--- src/rtl/host_byte_bridge.sv ---
// Byte-stream host front end for wishbone_master: parses request frames into o_ready words, serializes out_en words; TX strobes gated by i_tx_busy, one per 2 cycles.
// Optional HOST_BYTE_BRIDGE_ECHO_EN: each pending command word is echoed as a 5-byte TX frame before o_ready is issued.
module host_byte_bridge #(
  parameter logic [31:0] RX_TIMEOUT = 32'd100000,
  parameter logic [7:0]  SYNC_RX    = 8'hCD,
  parameter logic [7:0]  SYNC_TX    = 8'hDC
) (
  input  logic        clk,
  input  logic        rst,
  input  logic [7:0]  i_rx_byte,
  input  logic        i_rx_stb,
  output logic [7:0]  o_tx_byte,
  output logic        o_tx_stb,
  input  logic        i_tx_busy,
  input  logic        i_master_ready,
  output logic        o_ready,
  output logic [31:0] o_command,
  output logic [31:0] o_address,
  output logic [31:0] o_data,
  output logic [27:0] o_data_count,
  output logic        o_ih_reset,
  input  logic        i_en,
  input  logic [31:0] i_status,
  input  logic [31:0] i_address,
  input  logic [31:0] i_data,
  input  logic [27:0] i_data_count,
  output logic        o_out_ready,
  output logic        o_rx_overflow
);

`ifdef HOST_BYTE_BRIDGE_ECHO_EN
  localparam bit ECHO_EN = 1'b1;
`else
  localparam bit ECHO_EN = 1'b0;
`endif

  typedef enum logic [2:0] {RX_IDLE, RX_HDR, RX_DATA, RX_PEND, RX_RST} rx_state_t;
  typedef enum logic {TX_IDLE, TX_SEND} tx_state_t;

  rx_state_t    rx_state;
  tx_state_t    tx_state;
  logic [3:0]   byte_cnt;
  logic [83:0]  hdr_sr;
  logic [91:0]  hdr_full;
  logic [23:0]  data_sr;
  logic [27:0]  words_left;
  logic [31:0]  idle_cnt;
  logic         rx_timeout;
  logic         echo_req;
  logic         echo_ok;
  logic         echo_done;
  logic [135:0] tx_sr;
  logic [4:0]   tx_left;
  logic         tx_gap;
  logic         tx_is_echo;

  // The oldest nibble of data_count falls off the shift register, which discards bits [31:28].
  assign hdr_full   = {hdr_sr, i_rx_byte};
  assign rx_timeout = !i_rx_stb && (idle_cnt >= RX_TIMEOUT - 32'd1);
  assign echo_req   = ECHO_EN && (rx_state == RX_PEND) && !echo_done;
  assign echo_ok    = !ECHO_EN || echo_done;

  // Strobe is combinational so it can never coincide with a busy cycle.
  assign o_tx_stb  = (tx_state == TX_SEND) && !i_tx_busy && !tx_gap;
  assign o_tx_byte = tx_sr[135:128];

  always_ff @(posedge clk) begin
    if (!rst) begin
      rx_state      <= RX_IDLE;
      byte_cnt      <= '0;
      hdr_sr        <= '0;
      data_sr       <= '0;
      words_left    <= '0;
      idle_cnt      <= '0;
      o_ready       <= 1'b0;
      o_ih_reset    <= 1'b0;
      o_rx_overflow <= 1'b0;
      o_command     <= '0;
      o_address     <= '0;
      o_data        <= '0;
      o_data_count  <= '0;
    end else begin
      o_ready    <= 1'b0;
      o_ih_reset <= 1'b0;
      if (i_rx_stb)
        idle_cnt <= '0;
      else if (idle_cnt != '1)
        idle_cnt <= idle_cnt + 32'd1;
      case (rx_state)
        RX_IDLE: begin
          idle_cnt <= '0;
          if (i_rx_stb && i_rx_byte == SYNC_RX) begin
            rx_state <= RX_HDR;
            byte_cnt <= '0;
          end
        end
        RX_HDR: begin
          if (i_rx_stb) begin
            hdr_sr   <= {hdr_sr[75:0], i_rx_byte};
            byte_cnt <= byte_cnt + 4'd1;
            if (byte_cnt == 4'd11) begin
              o_data_count <= hdr_full[91:64];
              o_command    <= hdr_full[63:32];
              o_address    <= hdr_full[31:0];
              byte_cnt     <= '0;
              if (hdr_full[35:32] == 4'hF) begin
                rx_state <= RX_RST;
              end else if (hdr_full[35:32] == 4'h1) begin
                rx_state   <= RX_DATA;
                words_left <= (hdr_full[91:64] == 28'd0) ? 28'd1 : hdr_full[91:64];
              end else begin
                rx_state <= RX_PEND;
                o_data   <= '0;
              end
            end
          end else if (rx_timeout) begin
            rx_state <= RX_IDLE;
          end
        end
        RX_DATA: begin
          if (i_rx_stb) begin
            data_sr  <= {data_sr[15:0], i_rx_byte};
            byte_cnt <= byte_cnt + 4'd1;
            if (byte_cnt == 4'd3) begin
              o_data   <= {data_sr, i_rx_byte};
              byte_cnt <= '0;
              rx_state <= RX_PEND;
            end
          end else if (rx_timeout) begin
            rx_state <= RX_IDLE;
          end
        end
        RX_PEND: begin
          idle_cnt <= '0;
          if (i_rx_stb)
            o_rx_overflow <= 1'b1;
          if (i_master_ready && echo_ok) begin
            o_ready    <= 1'b1;
            words_left <= words_left - 28'd1;
            if (o_command[3:0] == 4'h1 && words_left != 28'd1)
              rx_state <= RX_DATA;
            else
              rx_state <= RX_IDLE;
          end
        end
        RX_RST: begin
          idle_cnt <= '0;
          if (i_rx_stb)
            o_rx_overflow <= 1'b1;
          o_ih_reset <= 1'b1;
          rx_state   <= RX_IDLE;
        end
        default: rx_state <= RX_IDLE;
      endcase
    end
  end

  always_ff @(posedge clk) begin
    if (!rst) begin
      tx_state    <= TX_IDLE;
      tx_sr       <= '0;
      tx_left     <= '0;
      tx_gap      <= 1'b0;
      tx_is_echo  <= 1'b0;
      echo_done   <= 1'b0;
      o_out_ready <= 1'b1;
    end else begin
      tx_gap <= o_tx_stb;
      if (rx_state != RX_PEND)
        echo_done <= 1'b0;
      case (tx_state)
        TX_IDLE: begin
          if (i_en && o_out_ready) begin
            tx_sr       <= {SYNC_TX, i_status, 4'h0, i_data_count, i_address, i_data};
            tx_left     <= 5'd17;
            tx_is_echo  <= 1'b0;
            o_out_ready <= 1'b0;
            tx_state    <= TX_SEND;
          end else if (echo_req) begin
            tx_sr       <= {SYNC_TX, o_command, 96'h0};
            tx_left     <= 5'd5;
            tx_is_echo  <= 1'b1;
            o_out_ready <= 1'b0;
            tx_state    <= TX_SEND;
          end else begin
            o_out_ready <= 1'b1;
          end
        end
        TX_SEND: begin
          if (o_tx_stb) begin
            tx_sr   <= {tx_sr[127:0], 8'h00};
            tx_left <= tx_left - 5'd1;
            if (tx_left == 5'd1) begin
              tx_state <= TX_IDLE;
              // A pending echo keeps response capture closed until it has gone out.
              o_out_ready <= tx_is_echo || !echo_req;
              if (tx_is_echo)
                echo_done <= 1'b1;
            end
          end
        end
        default: tx_state <= TX_IDLE;
      endcase
    end
  end

endmodule

--- config.mk ---
export PLATFORM = sky130hd
export DESIGN_NAME = host_byte_bridge
export DESIGN_NICKNAME = d
export VERILOG_FILES = /design/src/rtl/host_byte_bridge.sv
export SDC_FILE = /design/constraint.sdc
export NUM_CORES = 1
export LEC_CHECK = 0
export CORE_ASPECT_RATIO = 1.1
export CORE_MARGIN = 4
export CORE_UTILIZATION = 40
export CTS_CLUSTER_DIAMETER = 80
export CTS_CLUSTER_SIZE = 28
export DETAILED_ROUTE_END_ITERATION = 8
export PLACE_DENSITY_LB_ADDON = 0.2
export SYNTH_ARGS = -nofsm -noshare
export SYNTH_HDL_FRONTEND = slang
export SYNTH_SLANG_ARGS = --single-unit
--- constraint.sdc ---
create_clock -name clk -period 2.84 [get_ports clk]
set_clock_uncertainty 0.2 [all_clocks]
set_input_delay 0.71 -clock clk [delete_from_list [all_inputs] [get_ports clk]]
set_output_delay 0.71 -clock clk [all_outputs]
set_load 0.02 [all_outputs]
# == Word-level counts from Yosys, hierarchy flattened ==
# Cells that the tools add are included.
# W data, S select, Z words.
# word_totals
regBits,446
in_bits,138
out_inout_bits,137
wordCells,126
# classes
add_sub_neg,4
order_cmp,1
eq_ne,27
n_mux,47
bitwise,2
n_reduce_logical,27
# ops
op,count
$mux W136,2
$pmux W136 S2,1
$mux W32,6
$mux W28,6
$pmux W32 S2,1
$pmux W28 S2,1
$add A32 B1 Y32 const B,1
$ge A32 B17 Y1 const B,1
$ne A32 B32 Y1 const B,1
$logic_not A28 Y1,1
$ne A28 B1 Y1 const B,1
$sub A28 B1 Y28 const B,1
$mux W3,8
$ne A2 B2 Y1 const B,11
$mux W4,5
$pmux W3 S4,1
$pmux W4 S3,1
$reduce_and A2 Y1,6
$mux W5,2
$pmux W5 S2,1
$mux W1,9
$eq A4 B1 Y1 const B,2
$eq A4 B4 Y1 const B,2
$eq A8 B8 Y1 const B,1
other kinds (23),36

# == Logic depth before layout (Yosys ltp) ==
# Gate-level depths: netlist of run 1.
# logic_depth
ltp_word,7
ltp_mapped,8
ltp_nobuf,7

# == Worst setup path after synthesis of run 1 ==
# OpenSTA, ideal clock, no wires.
# synth_path
kind,input port to output port
from,input port i_tx_busy
to,output port o_tx_stb
t_arrival_ps,1670
required_time_ps,1930
slack_ps,260
path_stages,3
n_path_buf,1
cell_sequence,or3b_2 -> inv_1 -> clkbuf_1
# synth_between
elab_chain_len,3
# synth_lines
item,line_no,text
start: declaration,14,"input logic i_tx_busy,"
$logic_not A1 Y1,64,assign o_tx_stb = (tx_state == TX_SEND) && !i_tx_busy && !tx_gap;
$logic_and A1 B1 Y1 (2 in a row),64,
end: declaration,13,"output logic o_tx_stb,"
# Every way passes these cells.

# == Final worst setup path of run 1 ==
# Ends and elaborated chain as after synthesis.

==> key figures, run 1 <==
Status
  • Status: completed

Global route
  • Grt ovf: 0
  • Vias in the first global route: 15.0k
  • First-pass GRT wire length: 80,300 um
  • Initial antenna violation count: 2
  • Largest net degree at the start of global routing: 166
  • Total track usage: 0.196

STA
  • Final min period: 2750 ps
  • Worst slew margin: 0.240
  • Max Freq: 0.364 GHz
  • RSZ-0062 raised after global routing: no
  • Final max-slew violation count: 0
  • Final Hold Vio Count: 0
  • Tcrit/Tclk final: 0.967
  • Final WS setup: 93.7 ps
  • Endpoints failing setup: 0
  • Slew @ Worst Pin: 1140 ps

Worst setup path
  • Reg-to-reg startpoint: words_left[20]
  • CP max stage cell: or3b_2
  • CP Data Required Time: 1930 ps
  • Reg2reg setup slack: 400 ps
  • CP max FO: 2
  • Cells on worst reg2reg path: 5
  • R2R Path End: rx_state[1]
  • Setup CP Type: input port to primary output
  • Crit-path cells: clkdlybuf4s50_1 -> or3b_2 -> inv_1 -> buf_2
  • Crit end category: primary output
  • Slowest Stage Delay on Critical Path: 480 ps
  • Critical path launch point type: input port
  • Crit path DAT: 1840 ps

Clock network
  • Cts bufs inserted: 25
  • Setup bufs post-CTS: 0
  • Clk Latency, worst-skew pair: 570 ps
  • CTS Sinks: 446
  • H-Tree Depth: 1
  • Max Root-Sink Buffers: 3
  • CTS tree: yes
  • Root buffer cell: clkbuf_16
  • Clock-pin slew on the worst setup and hold paths: 90 ps

Yosys
  • Synth Warn #: 0
  • Mean post-synth cell area: 8.36 um2
  • Seq/Total Area, Yosys: 0.490
  • Syn Nets: 2,322
  • Unique masters post-synth: 67
  • Gate Count Post-Synth: 2,178
  • Mapped cell area: 18,200 um2
  • Synth area leader: dfxtp_1
  • Seq cells post-synth: 446
  • Top cells by area, synth: dfxtp_1 (49%), nand2_1 (11%), mux2i_1 (8.4%)
  • Post-synth EDFFs: 0
  • Async SR Flop Fraction: 0
  • Post-synth top area share: 0.490
  • Top_reg_cell synth: dfxtp_1

Hold path
  • Worst hold start: o_address[13]
  • Hold Path Class: flop to flop
  • WHS Endpoint: o_address[13]
  • Hold Path Depth: 2

Finish
  • Total Nets Final: 2,519
  • Register area: 8930 um2
  • Post-route cell area: 22,700 um2
  • Synthesis-to-layout area growth: 24.5%
  • FILL cells: 4,320
  • Fraction of layout cells with a size suffix above 1: 0.0577
  • Final cell count without fillers: 2,973
  • Multi-input logic area: 8570 um2

Place
  • HPWL after DPL: 35,000 um
  • Placed Cells: 2,929
  • Placed Area: 21,800 um2
  • Place WS: -356 ps
  • Port Buf Inserts: 274
  • Final GP Congestion: 0.856

Floorplanning
  • Die Width: 211 um
  • Die height: 232 um
  • DIE AREA: 49,000 um2
  • I/O pin count: 275
  • Starting Density: 0.407
  • Core Area: 44,800 um2
  • Num rows: 81

Detailed routing
  • Initial DRC count: 1,009
  • Detailed Route WL: 50,300 um
  • 1st-pass router iterations: 5
  • Via density per instance: 5.29
  • WL/cell: 16.9 um
  • Remaining DRCs: 0
  • Via count: 15.7k
  • Post-DRT Antenna Nets: 0

Flow run
  • MaxCap Viol Count: 0

Pwr
  • P_leak: 7.55 nW
  • Final Power: 13.3 mW
  • Pwr per Cell Area: 587 nW/um2
  • Worst VDD drop: 0.443 mV
==> critical path: cells and delay by family <==
family / cells / cell delay [ps]
and+or+nand+nor: 1 / 480
buffers and inverters: 3 / 640
==> cells in the final DEF, fill, tap and decap left out, types with 22 or more instances in the layout <==
| cell | netlist | routed |
|---|---|---|
| nand2_1 | 518 | 517 |
| dfxtp_1 | 446 | 445 |
| clkdlybuf4s50_1 | 0 | 272 |
| a21oi_1 | 236 | 236 |
| nor2_1 | 212 | 211 |
| mux2i_1 | 152 | 152 |
| a211oi_1 | 128 | 128 |
| buf_4 | 9 | 57 |
| o21ai_0 | 28 | 28 |
| xnor2_1 | 27 | 27 |
| nor4_1 | 26 | 26 |
| clkbuf_16 | 0 | 25 |
| nor3_1 | 24 | 23 |
| nand3_1 | 22 | 22 |
==> routing by layer <==
metal / global-route usage / part of all wire / up-vias
met4: 0.0415 / 0.019 / 0
met5: 0 / 0 / -
met2: 0.336 / 0.49 / 331
met1: 0.266 / 0.45 / 7438
met3: 0.0235 / 0.042 / 48
li1: - / - / 7916
==> metrics by stage <==
stage                     hold slack (ps)   util  setup TNS, ps
after floorplan                       237      -              0
after global placement                243  0.486          -2730
after detailed placement              248  0.486          -4060
after CTS                             260  0.506              0
after global routing                  280  0.506              0
final                                 259  0.506              0
==> state kept, by name, indices dropped and copies added, names as in the netlist, 3 cells and up <==
| register | flops |
|---|---|
| o_data | 32 |
| byte_cnt | 4 |
| tx_left | 5 |
| o_command | 32 |
| rx_state | 3 |
| o_address | 32 |
| o_data_count | 28 |
| idle_cnt | 32 |
| data_sr | 24 |
| hdr_sr | 84 |
| words_left | 28 |
| tx_sr | 136 |
==> cells in the mapped netlist, drive strengths merged (10+ instances only) <==
library cell    n
nand2         518
dfxtp         446
a21oi         236
nor2          213
mux2i         152
clkbuf        142
a211oi        128
buf            36
o21ai          28
nor4           27
xnor2          27
nor3           26
nand3          22
a22oi          21
a31oi          13
inv            13
o22ai          13
and3           10
nand4          10
==> timing repair <==
| action | 4_1_cts | 5_1_grt |
|---|---|---|
| endpoints found under the setup margin | 1 | 0 |
| resized for setup | 4 | 0 |
| hold buffers | 0 | 0 |
==> cell families after synthesis <==
group           count (synthesis)  share of synthesized area
simple gates                  879                      0.204
compound gates                474                      0.160
flops                         446                      0.490
buf+inv                       191                     0.0435
mux                           152                     0.0835
xor+xnor                       30                     0.0144
fa+ha+maj                       6                    0.00412
==> report_power, final <==
part	leakage [nW]	internal, mW	switching [mW]
Clock	0.427	1.94	2.37
Combinational	3.49	0.947	1.27
Sequential	3.62	6.55	0.233
==> layout make-up <==
type,count,area share
Tap cell,581,0.0321
Clock inverter,16,0.0111
Sequential cell,446,0.394
Antenna cell,2,0.000221
Timing Repair Buffer,348,0.154
Clock buffer,26,0.0278
Multi-Input combinational cell,1541,0.378
Inverter,13,0.00248
==> how the worst max path moves through the flow <==
| stage | from | endpoint | slack, ps | depth (start not counted) |
|---|---|---|---|---|
| 2_1_floorplan | i_tx_busy | o_tx_stb | 260 | 3 |
| 3_3_place_gp | i_tx_busy | o_tx_stb | -360 | 4 |
| 3_5_place_dp | i_tx_busy | o_tx_stb | -360 | 4 |
| 4_1_cts | i_tx_busy | o_tx_stb | 90 | 4 |
| 5_1_grt | i_tx_busy | o_tx_stb | 60 | 4 |
| 6_report | i_tx_busy | o_tx_stb | 90 | 4 |
Power figures use the tool's default switching activity.
==> run 2: changes to the inputs <==
--- a/config.mk
+++ b/config.mk
@@ -7,11 +7,12 @@
 export LEC_CHECK = 0
 export CORE_ASPECT_RATIO = 1.1
 export CORE_MARGIN = 4
-export CORE_UTILIZATION = 40
+export CORE_UTILIZATION = 45
 export CTS_CLUSTER_DIAMETER = 80
 export CTS_CLUSTER_SIZE = 28
 export DETAILED_ROUTE_END_ITERATION = 8
 export PLACE_DENSITY_LB_ADDON = 0.2
+export REMOVE_ABC_BUFFERS = 1
 export SYNTH_ARGS = -nofsm -noshare
 export SYNTH_HDL_FRONTEND = slang
 export SYNTH_SLANG_ARGS = --single-unit
==> constraint.sdc (replaced) <==
create_clock -name clk -period 3.2 [get_ports clk]
set_clock_uncertainty 0.2 [all_clocks]
set_input_delay 0.8 -clock clk [delete_from_list [all_inputs] [get_ports clk]]
set_output_delay 0.8 -clock clk [all_outputs]
set_load 0.02 [all_outputs]
==> key figures, run 2 (synthesis results as in run 1) <==
Global route
  • Vias in the first global route: 14.6k (-2.2%)
  • Largest net degree at the start of global routing: 175 (+5.4%)
  • Total track usage: 0.207 (+0.0116)
  • First-pass GRT wire length: 75,400 um (-6.0%)
  • Initial antenna violation count: 7 (+5)
  • Grt ovf: 0 (unchanged)

STA
  • Final min period: 3160 ps
  • Final max-slew violation count: 0 (unchanged)
  • Slew @ Worst Pin: 964 ps (-172 ps)
  • RSZ-0062 raised after global routing: no
  • Hold Slack: 248 ps (-10.9 ps)
  • Final Hold Vio Count: 0 (unchanged)
  • Total Neg Setup Slack: 0 ps (unchanged)
  • Endpoints failing setup: 0 (unchanged)
  • Worst slew margin: 0.357 (+0.117)
  • Tcrit/Tclk final: 0.988
  • Max Freq: 0.316 GHz

Worst setup path
  • Slowest Stage Delay on Critical Path: 480 ps (about the same)
  • Setup CP Type: input port to primary output
  • Cells on worst reg2reg path: 5 (unchanged)
  • Bufs and invs on worst path: 3 (unchanged)
  • R2R Path End: words_left[21]
  • Reg-to-reg startpoint: rx_state[2]
  • CP delay by family, top: buffers and inverters
  • Critical path launch point type: input port
  • Crit path DAT: 2160 ps (+320 ps)
  • CP max FO: 2 (unchanged)
  • Crit end category: primary output
  • CP Data Required Time: 2200 ps (+270 ps)
  • Reg2reg setup slack: 630 ps (+230 ps)
  • Crit-path cells: clkdlybuf4s50_1 -> or3b_2 -> inv_1 -> clkdlybuf4s15_1
  • CP max stage cell: or3b_2

Finish
  • Fraction of layout cells with a size suffix above 1: 0.0437 (-0.0140)
  • Biggest regs: tx_sr: 136 flops, hdr_sr: 84 flops
  • Total Nets Final: 2,492 (-1.1%)
  • Commonest non-fill, non-tap cell in the layout: nand2_1
  • FILL cells: 3,803 (-12%)
  • Synthesis-to-layout area growth: 21.6%
  • Top reg by flops: tx_sr
  • Most frequent cells in the layout: nand2_1 (517), dfxtp_1 (445), clkdlybuf4s50_1 (272)
  • Post-route cell area: 22,100 um2 (-2.3%)
  • Max FFs per register: 136 (unchanged)

Detailed routing
  • Remaining DRCs: 0 (unchanged)
  • Via count: 15.5k (-1.7%)
  • WL/cell: 16.4 um (-3.4%)
  • Via density per instance: 5.38 (+1.7%)
  • 1st-pass router iterations: 5 (unchanged)
  • Initial DRC count: 1,068 (+5.8%)
  • Detailed Route WL: 47,000 um (-6.7%)
  • Post-DRT Antenna Nets: 0 (unchanged)

Floorplanning
  • Num rows: 77 (-4.9%)
  • Core Area: 40,100 um2 (-11%)
  • DIE AREA: 43,800 um2 (-11%)
  • Starting Density: 0.455 (+0.0479)
  • Die height: 219 um (-5.5%)
  • Die Width: 200 um (-5.5%)
  • I/O pin count: 275 (unchanged)

Clock network
  • Clk Latency, worst-skew pair: 560 ps (about the same)
  • Cts bufs inserted: 22 (-12%)
  • CTS Sinks: 446 (unchanged)
  • CTS Hold Bufs: 0 (unchanged)
  • Clock-pin slew on the worst setup and hold paths: 110 ps (+20 ps)
  • H-Tree Depth: 1 (unchanged)
  • Root buffer cell: clkbuf_16
  • Max Root-Sink Buffers: 3 (unchanged)
  • CTS tree: yes

Hold path
  • Worst hold start: hdr_sr[3]
  • Hold Path Class: flop to flop
  • WHS Endpoint: hdr_sr[11]
  • Hold Path Depth: 2 (unchanged)

Place
  • Final GP Congestion: 0.848 (-0.93%)
  • Placed Area: 21,500 um2 (-1.5%)
  • Port Buf Inserts: 274 (unchanged)
  • HPWL after DPL: 32,100 um (-8.4%)

Pwr
  • Pwr per Cell Area: 506 nW/um2 (-14%)
  • P_leak: 7.31 nW (-3.1%)
  • Worst VDD drop: 0.419 mV (-5.3%)

Flow run
  • MaxCap Viol Count: 0 (unchanged)

Status
  • Status: completed
## run 2: tightest hold or removal path, delay by kind of cell, from the launching register on
family             cells  cell delay [ps]
DFF                    1              330
AOI/OAI and AO/OA      1               50
and+or+nand+nor        1               60
## run 2: per-layer routing
metal / vias to the layer above / track usage / part of all wire
met1: 7169 / 0.256 / 0.41
met5: - / 0 / 0.00098
met3: 65 / 0.0616 / 0.081
met2: 378 / 0.352 / 0.48
met4: 8 / 0.0584 / 0.024
li1: 7843 / - / -
## run 2: cell type report
cell class	instances	area [um2]	share of cell area
antenna	2	5.00	0.000226
inverter	13	56.3	0.00254
clock buffer	25	583	0.0263
clock inverter	8	97.6	0.00441
sequential	446	8930	0.403
tap	513	642	0.0290
timing repair buffer	324	3260	0.147
multi-input combinational	1541	8570	0.387
## run 2: where the power goes
part	switching [mW]	internal [mW]
clock	1.90	1.38
sequential	0.199	5.81
combinational	1.11	0.789
total	3.22	7.98
## run 2: how the worst max path moves through the flow
stage | startpoint | end | slack, ps | depth (start not counted)
finish | i_tx_busy | o_tx_stb | 40 | 4
global route | i_tx_busy | o_tx_stb | 2 | 4
CTS | i_tx_busy | o_tx_stb | 20 | 4
detailed placement | i_tx_busy | o_tx_stb | -250 | 4
global placement | i_tx_busy | o_tx_stb | -270 | 4
floorplan | tx_state | tx_sr[130] | -5900 | 4
## run 2: per-stage QoR
stage | power [mW] | instances | util | setup WS, ps
after global placement | 7.99 | 2837 | 0.536 | -272
after detailed placement | 8.04 | 2837 | 0.536 | -246
after floorplan | 7.39 | 2000 | - | -5900
final | 11.2 | 2872 | 0.553 | 38.1
after CTS | 11.3 | 2870 | 0.552 | 18.7
after global routing | 11.8 | 2871 | 0.553 | 1.82
## run 2: repair_timing
action / 4_1_cts / 5_1_grt
pin swaps: 0 / 0
endpoints found under the setup margin: 1 / 1
setup buffers: 0 / 0
resized for setup: 1 / 1
gates cloned: 0 / 0
